==> config.mk <==
export PLATFORM = sky130hd
export DESIGN_NAME = alu_share_arbiter
export DESIGN_NICKNAME = d
export VERILOG_FILES = /design/src/rtl/alu_share_arbiter.sv
export SDC_FILE = /design/constraint.sdc
export NUM_CORES = 1
export LEC_CHECK = 0
export ABC_AREA = 1
export CAP_MARGIN = 25
export CORE_MARGIN = 2
export CORE_UTILIZATION = 40
export CTS_BUF_LIST = sky130_fd_sc_hd__clkbuf_16
export DETAILED_ROUTE_END_ITERATION = 6
export PLACE_DENSITY_LB_ADDON = 0.1
export SYNTH_ARGS = -nofsm -noshare
export SYNTH_HDL_FRONTEND = slang
export SYNTH_SLANG_ARGS = --single-unit
==> constraint.sdc <==
create_clock -name clk -period 4.35 [get_ports clk]
set_clock_uncertainty 0.15 [all_clocks]
set_input_delay 0.87 -clock clk [delete_from_list [all_inputs] [get_ports clk]]
set_output_delay 0.87 -clock clk [all_outputs]
set_load 0.05 [all_outputs]
==> src/rtl/alu_share_arbiter.sv <==
// alu_share_arbiter: shares one ALU (ALU_Control + ALU) between two requesters.
// Ports: clk, reset (async, active-high); req0/req1 valid/ready + a, b, func, aluop;
// alu_a/alu_b/alu_func/alu_op drive the shared ALU, alu_result/alu_zero return from it;
// rsp0/rsp1 valid/ready with shared rsp_result/rsp_zero; busy = FSM not IDLE.
// Define ALU_ARB_RR_EN for round-robin arbitration (default: port 0 fixed priority).
module alu_share_arbiter #(
  parameter int WIDTH = 32
) (
  input  logic             clk,
  input  logic             reset,
  input  logic             req0_valid,
  input  logic             req1_valid,
  output logic             req0_ready,
  output logic             req1_ready,
  input  logic [WIDTH-1:0] req0_a,
  input  logic [WIDTH-1:0] req0_b,
  input  logic [WIDTH-1:0] req1_a,
  input  logic [WIDTH-1:0] req1_b,
  input  logic [5:0]       req0_func,
  input  logic [5:0]       req1_func,
  input  logic [1:0]       req0_aluop,
  input  logic [1:0]       req1_aluop,
  output logic [WIDTH-1:0] alu_a,
  output logic [WIDTH-1:0] alu_b,
  output logic [5:0]       alu_func,
  output logic [1:0]       alu_op,
  input  logic [WIDTH-1:0] alu_result,
  input  logic             alu_zero,
  output logic             rsp0_valid,
  output logic             rsp1_valid,
  input  logic             rsp0_ready,
  input  logic             rsp1_ready,
  output logic [WIDTH-1:0] rsp_result,
  output logic             rsp_zero,
  output logic             busy
);

  typedef enum logic [1:0] {
    IDLE = 2'd0,
    EXEC = 2'd1,
    RESP = 2'd2
  } state_t;

  state_t state_q;
  state_t state_d;

  logic [WIDTH-1:0] a_q;
  logic [WIDTH-1:0] b_q;
  logic [5:0]       func_q;
  logic [1:0]       op_q;
  logic             port_q;
  logic [WIDTH-1:0] res_q;
  logic             zero_q;

  logic gnt1;
  logic req_fire;
  logic rsp_fire;

`ifdef ALU_ARB_RR_EN
  // ptr_q names the preferred port on a tie; a sole requester always wins.
  logic ptr_q;

  assign gnt1 = req1_valid && (!req0_valid || ptr_q);

  always_ff @(posedge clk or posedge reset) begin
    if (reset) begin
      ptr_q <= 1'b0;
    end else if (req_fire) begin
      ptr_q <= ~gnt1;
    end
  end
`else
  assign gnt1 = req1_valid && !req0_valid;
`endif

  assign req_fire = req0_ready || req1_ready;

  always_comb begin
    rsp_fire = 1'b0;
    if (state_q == RESP) begin
      rsp_fire = port_q ? rsp1_ready : rsp0_ready;
    end
  end

  // State register
  always_ff @(posedge clk or posedge reset) begin
    if (reset) begin
      state_q <= IDLE;
    end else begin
      state_q <= state_d;
    end
  end

  // Next state
  always_comb begin
    state_d = state_q;
    unique case (state_q)
      IDLE: if (req_fire) state_d = EXEC;
      EXEC: state_d = RESP;
      RESP: if (rsp_fire) state_d = IDLE;
      default: state_d = IDLE;
    endcase
  end

  // Outputs; readies are also masked by reset so they drop immediately.
  always_comb begin
    req0_ready = 1'b0;
    req1_ready = 1'b0;
    rsp0_valid = 1'b0;
    rsp1_valid = 1'b0;
    busy       = 1'b1;
    unique case (state_q)
      IDLE: begin
        busy       = 1'b0;
        req0_ready = !reset && req0_valid && !gnt1;
        req1_ready = !reset && gnt1;
      end
      EXEC: ;
      RESP: begin
        rsp0_valid = !port_q;
        rsp1_valid = port_q;
      end
      default: busy = 1'b0;
    endcase
  end

  // Operand and result registers
  always_ff @(posedge clk or posedge reset) begin
    if (reset) begin
      a_q    <= '0;
      b_q    <= '0;
      func_q <= '0;
      op_q   <= '0;
      port_q <= 1'b0;
      res_q  <= '0;
      zero_q <= 1'b0;
    end else begin
      if (req_fire) begin
        port_q <= req1_ready;
        a_q    <= req1_ready ? req1_a : req0_a;
        b_q    <= req1_ready ? req1_b : req0_b;
        func_q <= req1_ready ? req1_func : req0_func;
        op_q   <= req1_ready ? req1_aluop : req0_aluop;
      end
      if (state_q == EXEC) begin
        res_q  <= alu_result;
        zero_q <= alu_zero;
      end
    end
  end

  assign alu_a      = a_q;
  assign alu_b      = b_q;
  assign alu_func   = func_q;
  assign alu_op     = op_q;
  assign rsp_result = res_q;
  assign rsp_zero   = zero_q;

endmodule

==> flow_summary.ini, run 1 <==
[run_status]
status = finished clean

[place]
gp_congestion = 0.7848
place_hpwl_mm = 11.54
numPortBuffers = 292
dpl_worst_slack_ns = 1.025

[drt]
drt-total-wl_mm = 16.09
drc_errors = 0
detail-route-antenna-nets = 0
routed-via-count = 5233
via_per_inst = 4.461
post_drt_wl_per_cell_um = 13.72
drtIter0Drc = 296
first_pass_iters = 4

[critical_path]
r2r_slack_ns = 1.66
worstPathRequired_ns = 3.33
end_kind = primary output
path_class = input pin to primary output
critPathLaunchType = input pin
arrival_ns = 2.23
worstPathMaxFanout = 34

[cts]
cts.sinks = 108
cts_max_path_buffers = 2
clk_pin_slew_ns = 0.07
cts_setup_buffers = 0
cts_tree = yes
post_cts_resized = 0
numCtsBuffers = 9
cts_root_buffer = clkbuf_16
clk_latency_ns = 0.34
holdBufCountCts = 0
ctsHtreeMaxLevel = 3

[logic_synthesis]
ys_types = 18
ys_seq_area_frac = 0.4969
netlist_area_sq_um = 5439
yosysWarnings = 0
avgSynthCellArea_sq_um = 7.607
synth_nets = 902
synthCells = 715
synth-seq-cells = 108

[timing]
hold_viol = 0
max_slew_margin = 0.4064
maxSlewViolCount = 0
fin_crit_ns = 3.251
worst_pin_slew_ns = 0.8904
fmax_mhz = 307.6
setup_violations = 0
rsz0062_at_grt = false
setup_ws_ns = 1.099
tns_ns = 0
period_share = 0.7474

[cells_and_area]
layout.cells.most_common_list = nand2_1 (298), clkdlybuf4s50_1 (290), inv_1 (154), dfrtp_1 (108), o21ai_0 (54)
fill_cells = 1200
area_growth_pct = 61.10
drive_gt1_frac = 0.06319
ff_latch_area_sq_um = 2703
multi_input_area_sq_um = 1956
n_antenna_cell = 0
layout.nets = 1179
final_common_cell = nand2_1

[global_routing]
grt_pass1_vias = 5138
grt_max_degree = 73
grt_usage = 0.2265
overflow = 0
grt_pass1_wl_mm = 26.00
antenna_found_initial = 0

[floorplan]
io_pins = 293
core_area_sq_um = 13240
die_h_um = 120.6
std_cell_rows = 42
die_w_um = 120.6
initial_core_util = 0.4107
die_area_sq_um = 14550

[min_path]
hp-class = register to register

[power]
peakVddDrop_v = 0.0003948
leakagePower_nw = 4.446
power.density_nw_per_um2 = 753.6

[flow_run]
maxCapViolations = 0
## path summary, 6_finish.rpt
check                                        endpoint              startpoint  depth (start not counted)
worst max-delay path                       req1_ready              req1_valid                          6
worst min-delay path            alu_a[22]$_DFFE_PP0P_   alu_a[22]$_DFFE_PP0P_                          2
worst max register to register  alu_b[26]$_DFFE_PP0P_  state_q[0]$_DFFE_PP0P_                         10
worst min register to register  alu_a[22]$_DFFE_PP0P_   alu_a[22]$_DFFE_PP0P_                          2
max in group asynchronous       alu_a[12]$_DFFE_PP0P_                   reset                          4
min in group asynchronous        alu_b[8]$_DFFE_PP0P_                   reset                          3
## worst max-delay path, stage by stage
cell and delay [ns]:
clkdlybuf4s50_1 0.47, inv_1 0.04, nor2_1 0.10, nand2_2 0.37, inv_2 0.21, buf_12 0.15
## cell usage after synthesis (all sizes together)
library cell / n / area (sq um)
dfrtp: 108 / 2703
ha: 4 / 50.05
o21ai: 73 / 365.4
clkbuf: 6 / 25.02
mux2: 33 / 371.6
nor2: 3 / 13.77
buf: 28 / 170.2
nand2: 299 / 1125
inv: 156 / 585.6
nand3: 5 / 30.03
## power breakdown
group / internal, mW / switching [mW]
combinational: 1.38 / 2.63
clock: 0.445 / 0.365
sequential: 1.51 / 0.264
## registers in the layout, summed over array words and instances (netlist names)
signal,cells
rsp_zero,1
alu_op,2
state_q,2
alu_b,32
port_q,1
rsp_result,32
alu_a,32
alu_func,6
## metal layers
layer / wire, um / share of wire / GRT usage
met1: 6777 / 0.42 / 0.2721
met2: 7604 / 0.47 / 0.3874
met3: 1289 / 0.080 / 0.06415
met4: 418 / 0.026 / 0.08140
met5: 0 / 0 / 0
## area by class of cell
type | count | share of cell area
repair buffers | 300 | 0.3427
flip-flops and latches | 108 | 0.3084
multi-input cells | 417 | 0.2232
inverters | 156 | 0.06711
clock buffers | 9 | 0.02570
well taps | 176 | 0.02513
clock inverters | 7 | 0.007711
## logic make-up after synthesis
logic type | share of synthesized area
AND/OR/NAND/NOR | 0.2149
buffers and inverters | 0.1435
flip-flops | 0.4969
AO/OA/AOI/OAI | 0.06717
multiplexers | 0.06832
adder cells (fa/ha/maj) | 0.009202
## metrics by stage
stage / instance area (sq um) / util / cells / hold WS [ns] / total power [mW]
after global routing: 8762 / 0.6617 / 1173 / 0.3500 / 6.961
after global placement: 8469 / 0.6396 / 1157 / 0.3116 / 5.808
after floorplan: 5439 / - / 715 / 0.3167 / 4.391
after CTS: 8762 / 0.6617 / 1173 / 0.3319 / 6.673
final: 8762 / 0.6617 / 1173 / 0.3274 / 6.603
after detailed placement: 8469 / 0.6396 / 1157 / 0.3137 / 5.835
(Power assumes the default switching activity.)
==> run 2, diff against run 1 <==
Clock period 4.35 ns to 3.25 ns, I/O delays scaled along.
==> run 2 against run 1 <==
Effect of this change: worst hold slack got worse by 0.0037 ns; cell area rose by 0.17%; clock power rose by 28%; first-iteration DRC count fell by 7.8%; critical path depth fell by 1; flip-flop and latch count did not move; worst setup slack got worse by 0.65 ns; final cell count did not move; via count fell by 1.7%; global-route usage fell by 0.37 points; power rose by 34%; critical path type is now register to primary output; highest routed layer unchanged.
==> flow_summary.ini, run 2 (synthesis results as in run 1) <==
[critical_path]
end_kind = primary output
r2r_slack_ns = 1.01
arrival_ns = 2.00
path_class = register to primary output
critPathLaunchType = register
worstPathRequired_ns = 2.45
worstPathMaxFanout = 4

[cells_and_area]
layout.nets = 1180
drive_gt1_frac = 0.06118
n_antenna_cell = 0
final_common_cell = nand2_1
area_growth_pct = 61.38
final_util = 0.6628
stdcell_area_sq_um = 8777
layout.cells.most_common_list = nand2_1 (298), clkdlybuf4s50_1 (290), inv_1 (156), dfrtp_1 (108), o21ai_0 (54)

[drt]
post_drt_wl_per_cell_um = 13.54
routed-via-count = 5143
met2_length_mm = 7.582
via_per_inst = 4.384
met1_length_mm = 6.608
top_layer = met4
drtIter0Drc = 273
drt-total-wl_mm = 15.88
wl_met3_mm = 1.356
drc_errors = 0
first_pass_iters = 4
detail-route-antenna-nets = 0

[flow_run]
maxCapViolations = 0

[cts]
holdBufCountCts = 0
post_cts_resized = 0
cts_setup_buffers = 0
cts.sinks = 108
ctsHtreeMaxLevel = 3
clk_latency_ns = 0.33
cts_root_buffer = clkbuf_16
cts_tree = yes
numCtsBuffers = 9
cts_max_path_buffers = 2
clk_pin_slew_ns = 0.06

[place]
placed_cell_area_sq_um = 8502
place_hpwl_mm = 11.55
gp_congestion = 0.7711
numPortBuffers = 292

[timing]
period_share = 0.8616
hold_viol = 0
rsz0062_at_grt = false
worst_pin_slew_ns = 0.6111
fin_crit_ns = 2.800
setup_violations = 0
tns_ns = 0
max_slew_margin = 0.5926
fmax_mhz = 357.1
maxSlewViolCount = 0

[global_routing]
grt_usage = 0.2229
overflow = 0
grt_max_degree = 73
antenna_found_initial = 0
grt_pass1_vias = 5078
grt_pass1_wl_mm = 25.66

[floorplan]
die_w_um = 120.6
die_h_um = 120.6
io_pins = 293
initial_core_util = 0.4107
core_area_sq_um = 13240
die_area_sq_um = 14550
std_cell_rows = 42

[power]
leakagePower_nw = 4.461
peakVddDrop_v = 0.0004688
power.density_nw_per_um2 = 1006

[min_path]
hp-class = register to register

[run_status]
status = finished clean
## run 2: worst max-delay path, stage by stage (launching register included)
cell	delay, ns
dfrtp_1	0.41
inv_1	0.09
ha_1	0.21
inv_1	0.06
nor2_1	0.08
clkdlybuf4s50_1	0.82
## run 2: layer usage
metal  global-route usage  vias up
met5                    0        -
met4              0.07994        0
met3              0.06274       21
met2               0.3814      202
met1               0.2677     2275
li1                     -     2645
## run 2: stage by stage
stage                     hold WS (ns)  worst slack, ns  power (mW)  cells
after floorplan                 0.3167           0.3277       5.877    715
after global placement          0.3110           0.5681       7.800   1158
final                           0.3237           0.4497       8.828   1173
after CTS                       0.3316           0.4173       8.922   1173
after global routing            0.3436           0.3341       9.309   1173
after detailed placement        0.3139           0.5136       7.857   1158
## run 2: layout make-up
type                            count  area [sq um]
Clock buffer                        9         225.2
Clock inverter                      6         50.05
Fill cell                        1200          4466
Inverter                          156         588.1
Multi-Input combinational cell    417          1956
Sequential cell                   108          2703
Tap cell                          176         220.2
Timing Repair Buffer              301          3035
## run 2: path summary, 6_finish.rpt
path / startpoint / to / cells after the start
setup / recovery: state_q[0]$_DFFE_PP0P_ / rsp0_valid / 5
hold / removal: alu_b[1]$_DFFE_PP0P_ / alu_b[1]$_DFFE_PP0P_ / 2
setup reg to reg: state_q[0]$_DFFE_PP0P_ / alu_b[22]$_DFFE_PP0P_ / 11
hold reg to reg: alu_b[1]$_DFFE_PP0P_ / alu_b[1]$_DFFE_PP0P_ / 2
max in group asynchronous: reset / rsp_zero$_DFFE_PP0N_ / 3
min in group asynchronous: reset / alu_b[3]$_DFFE_PP0P_ / 2
## run 2: report_power, final
part,internal (mW),switching (mW)
Combinational,1.86,3.55
Sequential,2.02,0.355
Clock,0.582,0.458
